$ cat src/rtl/param_sync_fifo_pkg.sv
// Shared sizing helpers and read-mode constants for the synchronous FIFO family.
package param_sync_fifo_pkg;

    localparam int FWFT_OFF = 0;
    localparam int FWFT_ON  = 1;

    function automatic int fifo_depth(input int awidth);
        return 1 << awidth;
    endfunction

    function automatic int fifo_cwidth(input int awidth);
        return awidth + 1;
    endfunction

endpackage

$ cat src/rtl/param_sync_fifo_mem.sv
// FIFO storage: register array with one synchronous write port and one asynchronous read port.
module param_sync_fifo_mem
    import param_sync_fifo_pkg::*;
#(
    parameter int DWIDTH = 8,
    parameter int AWIDTH = 4
) (
    input  logic              clk,
    input  logic              i_we,
    input  logic [AWIDTH-1:0] i_waddr,
    input  logic [DWIDTH-1:0] i_wdata,
    input  logic [AWIDTH-1:0] i_raddr,
    output logic [DWIDTH-1:0] o_rdata
);

    localparam int DEPTH = fifo_depth(AWIDTH);

    logic [DWIDTH-1:0] r_mem [DEPTH];

    always_ff @(posedge clk) begin
        if (i_we) begin
            r_mem[i_waddr] <= i_wdata;
        end
    end

    assign o_rdata = r_mem[i_raddr];

endmodule

$ cat src/rtl/param_sync_fifo.sv
// Parametrised single-clock FIFO with occupancy count, threshold flags,
// rejected-request error pulses and selectable registered or FWFT read mode.
module param_sync_fifo
    import param_sync_fifo_pkg::*;
#(
    parameter int DWIDTH   = 8,
    parameter int AWIDTH   = 4,
    parameter int AF_LEVEL = (1 << AWIDTH) - 2,
    parameter int AE_LEVEL = 2,
    parameter int FWFT     = FWFT_OFF
) (
    input  logic              clk,
    input  logic              rst,
    input  logic              we,
    input  logic              re,
    input  logic [DWIDTH-1:0] din,
    output logic [DWIDTH-1:0] dout,
    output logic              empty,
    output logic              full,
    output logic              almost_empty,
    output logic              almost_full,
    output logic [AWIDTH:0]   count,
    output logic              wr_err,
    output logic              rd_err
);

    localparam int DEPTH  = fifo_depth(AWIDTH);
    localparam int CWIDTH = fifo_cwidth(AWIDTH);
    localparam logic [AWIDTH-1:0] PTR_ONE = AWIDTH'(1);
    localparam logic [CWIDTH-1:0] CNT_ONE = CWIDTH'(1);

    logic [AWIDTH-1:0] r_wr_ptr;
    logic [AWIDTH-1:0] r_rd_ptr;
    logic [CWIDTH-1:0] r_count;
    logic              r_wr_err;
    logic              r_rd_err;
    logic              w_rd_ok;
    logic              w_wr_ok;
    logic [DWIDTH-1:0] w_rd_data;

    // A read frees a slot in the same cycle, so a full FIFO still accepts a paired write.
    assign w_rd_ok = re && !empty;
    assign w_wr_ok = we && (!full || w_rd_ok);

    param_sync_fifo_mem #(
        .DWIDTH (DWIDTH),
        .AWIDTH (AWIDTH)
    ) u_mem (
        .clk     (clk),
        .i_we    (w_wr_ok),
        .i_waddr (r_wr_ptr),
        .i_wdata (din),
        .i_raddr (r_rd_ptr),
        .o_rdata (w_rd_data)
    );

    always_ff @(posedge clk) begin
        if (!rst) begin
            r_wr_ptr <= '0;
            r_rd_ptr <= '0;
            r_count  <= '0;
            r_wr_err <= 1'b0;
            r_rd_err <= 1'b0;
        end else begin
            if (w_wr_ok) r_wr_ptr <= r_wr_ptr + PTR_ONE;
            if (w_rd_ok) r_rd_ptr <= r_rd_ptr + PTR_ONE;
            case ({w_wr_ok, w_rd_ok})
                2'b10:   r_count <= r_count + CNT_ONE;
                2'b01:   r_count <= r_count - CNT_ONE;
                default: r_count <= r_count;
            endcase
            r_wr_err <= we && !w_wr_ok;
            r_rd_err <= re && !w_rd_ok;
        end
    end

    assign count        = r_count;
    assign empty        = (r_count == '0);
    assign full         = (r_count == CWIDTH'(DEPTH));
    assign almost_empty = (r_count <= CWIDTH'(AE_LEVEL));
    assign almost_full  = (r_count >= CWIDTH'(AF_LEVEL));
    assign wr_err       = r_wr_err;
    assign rd_err       = r_rd_err;

    generate
        if (FWFT == FWFT_ON) begin : g_fwft
            assign dout = empty ? '0 : w_rd_data;
        end else begin : g_reg
            logic [DWIDTH-1:0] r_dout;
            always_ff @(posedge clk) begin
                if (!rst) begin
                    r_dout <= '0;
                end else if (w_rd_ok) begin
                    r_dout <= w_rd_data;
                end
            end
            assign dout = r_dout;
        end
    endgenerate

endmodule

$ cat config.mk
export PLATFORM = sky130hd
export DESIGN_NAME = param_sync_fifo
export DESIGN_NICKNAME = d
export VERILOG_FILES = /design/src/rtl/param_sync_fifo_pkg.sv /design/src/rtl/param_sync_fifo_mem.sv /design/src/rtl/param_sync_fifo.sv
export SDC_FILE = /design/constraint.sdc
export NUM_CORES = 1
export LEC_CHECK = 0
export CORE_MARGIN = 2
export CORE_UTILIZATION = 50
export CTS_CLUSTER_DIAMETER = 200
export DETAILED_ROUTE_END_ITERATION = 12
export GPL_TIMING_DRIVEN = 0
export PLACE_DENSITY = 0.8
export SLEW_MARGIN = 0
export SYNTH_ARGS = -nofsm -noshare
export SYNTH_HDL_FRONTEND = slang
export SYNTH_SLANG_ARGS = --single-unit
$ cat constraint.sdc
create_clock -name clk -period 3.4 [get_ports clk]
set_input_delay 0.85 -clock clk [delete_from_list [all_inputs] [get_ports clk]]
set_output_delay 0.85 -clock clk [all_outputs]
set_load 0.01 [all_outputs]
==> results.yml <==
floorplanning:
  start_util_pct: 51.1
  rows: 40
  io_pins: 31
  die_area_mm2: 0.0131
  die_x_um: 115
  core_area_mm2: 0.0120
  die_height_um: 115
route:
  wl_per_cell_um: 22.1
  route.vias.total: 3496
  routed_wl_um: 12900
  dr.first_iter.drc_count: 508
  routed_via_density: 6.00
  dr.pass1.iters: 5
  ant_nets: 0
  drcViolationCount: 0
setup_path:
  worst_path_dominant_cell_family: "buffers and inverters"
  r2r-start: "count[0]"
  crit_path_max_incr_delay_ns: 0.58
  crit_fanout: 8
  worstPathRequired_ns: 2.55
  r2r_cells: 10
  startpoint_type: "flop"
  cp_slowest_cell: "or4_1"
  r2r_end: "count[4]"
  cp-end-kind: "output pin"
  worstSetupPathType: "reg2out"
  crit_chain: "or4_1 -> buf_6 -> nor2_8 -> clkdlybuf4s50_1"
  r2r_slack_ns: 0.36
  arrival_ns: 2.20
  crit_buf_inv: 2
cts:
  cts_setup_buffers: 0
  ctsHoldBuffers: 0
  cts_num_sinks: 151
  cts-buffers-inserted: 17
  h-tree-depth: 4
  clk_pin_slew_ns: 0.06
  cts_tree: "yes"
  cts-root-buf: "clkbuf_16"
  cts_buffer_depth: 2
  cts_resized: 0
  insertion_delay_ns: 0.42
placed_design:
  port_buffers: 29
  dpl-instance-area_mm2: 0.00658
  gp_congestion: 0.859
  hpwl_um: 8240
grt:
  use_met3_pct: 7.52
  grt.busiest_layer: "met2"
  grt_util_all_layers_pct: 21.3
  first_global_vias: 3558
  grt_max_degree: 17
  grt-ovfl-total: 0
  grt_use_met2_pct: 34.4
  grtUsageMet1_pct: 26.3
  antenna_found_initial: 0
  grt_pass1_wl_um: 19800
synthesis:
  syn_area_per_cell_um2: 16.3
  ys.flop_type: "edfxtp_1"
  synth_edf_count: 128
  yosysSeqAreaShare_pct: 70.4
  synth-seq-cells: 151
  async_flop_share_pct: 0
  synth_nets: 396
  netlist_instances: 375
  yosysUniqueCellTypes: 44
  netlist_area_mm2: 0.00611
  synth.yosys.warnings: 0
sta:
  setup_viol: 0
  fin_skew_ns: 0.00892
  final.setup.tns_ns: 0
  finalCritPeriodShare_pct: 89.6
  tightest_slew_ns: 1.28
  drv_slew: 0
  max_freq_mhz: 328
  hold_violations: 0
  layout_min_cycle_time_ns: 3.05
  slew_headroom_pct: 14.2
  rsz0062_at_grt: "no"
hold_path:
  hold_depth: 2
  hold_class: "reg2reg"
  whs_endpoint: "count[3]"
  worstHoldStart: "count[3]"
cells_and_area:
  final_cell_mix: "128 x edfxtp_1, 40 x mux2i_1, 29 x clkdlybuf4s50_1"
  n_antenna_cell: 0
  fin_util_pct: 59.9
  drive_gt1_share_pct: 14.2
  design_area_mm2: 0.00716
  syn2layout_area_growth_pct: 17.2
  mostFrequentLayoutCell: "edfxtp_1"
  finalNetCount: 444
power:
  ir_worst_vdd_mv: 0.557
  total_power_mw: 5.10
  p_per_area_mw_per_mm2: 712
  power_leakage_nw: 2.34
flow_run:
  maxCapViolations: 0
status:
  status: "finished clean"
-- where the power goes --
part	switching (mW)	leakage, nW	total, mW	internal (mW)
Clock	0.732	0.283	1.82	1.09
Combinational	0.562	0.711	1.05	0.489
Sequential	0.101	1.34	2.22	2.12
-- worst max-delay path by stage --
stage / startpoint / end / slack [ns] / depth (start not counted)
floorplan: re / count[4] / 0.52 / 9
global placement: we / u_mem.r_mem[1][7] / 0.08 / 4
detailed placement: we / u_mem.r_mem[1][5] / 0.07 / 4
CTS: count[0] / empty / 0.33 / 4
global route: count[0] / count[4] / 0.21 / 10
finish: count[0] / empty / 0.35 / 4
-- final cells by class --
cell class | instances | area [µm²]
Sequential cell | 151 | 4300
Inverter | 5 | 18.8
Clock buffer | 19 | 433
Buffer | 19 | 90.1
Clock inverter | 13 | 144
Multi-Input combinational cell | 200 | 1700
Timing Repair Buffer | 29 | 290
Tap cell | 147 | 184
Fill cell | 872 | 4800
-- worst register-to-register path: stages (launching register included) --
cell and delay [ns]:
dfxtp_1 0.39, or4_1 0.58, buf_6 0.18, o21ai_2 0.16
buf_4 0.21, nor2_1 0.12, fa_1 0.44, a21o_1 0.19
a211oi_1 0.26, a211oi_1 0.10, o31a_1 0.29
-- logic make-up (layout without fill, tap and decap cells) --
| family | count (synthesis) | in the layout | synth area share (%) |
|---|---|---|---|
| mux | 56 | 56 | 12.5 |
| simple gates | 73 | 73 | 6.00 |
| fa+ha+maj | 9 | 9 | 1.97 |
| flops | 151 | 151 | 70.4 |
| buf+inv | 24 | 85 | 1.78 |
| xor+xnor | 5 | 5 | 0.717 |
| compound gates | 57 | 57 | 6.64 |
-- flip-flops by register name, summed over array words and instances (netlist names) --
| name | count |
|---|---|
| r_wr_ptr | 4 |
| count | 5 |
| u_mem.r_mem | 128 |
| dout | 8 |
| r_rd_ptr | 4 |
| rd_err | 1 |
| wr_err | 1 |
-- synth_stat cells, types with 3 or more instances --
library cell	number	share of area, %
nor3_1	12	0.98
ha_1	8	1.6
o21ai_0	9	0.74
inv_1	4	0.25
nand2b_1	5	0.51
nor2_1	19	1.2
o22ai_1	16	1.6
a22oi_1	8	0.98
and3_1	3	0.31
nand3_1	3	0.25
mux4_2	16	5.9
a21oi_1	10	0.82
clkbuf_1	6	0.37
mux2i_1	40	6.6
or3_1	3	0.31
edfxtp_1	128	63
buf_2	6	0.49
nor2b_1	3	0.31
buf_1	5	0.31
nand2_1	17	1.0
dfxtp_1	23	7.5
xor2_1	3	0.43
a21o_1	3	0.37
-- layer usage --
metal	wire, µm	vias up
li1	-	1573
met2	6270	165
met1	5160	1731
met5	0	-
met3	1140	27
met4	325	0
-- metrics by stage --
stage                     setup WS (ns)  hold slack [ns]  std cells
after floorplan                   0.517            0.509        375
after global placement           0.0796            0.519        551
after detailed placement         0.0690            0.537        551
after CTS                         0.330            0.545        583
after global routing              0.206            0.564        583
final                             0.355            0.541        583
(Power assumes the default switching activity.)
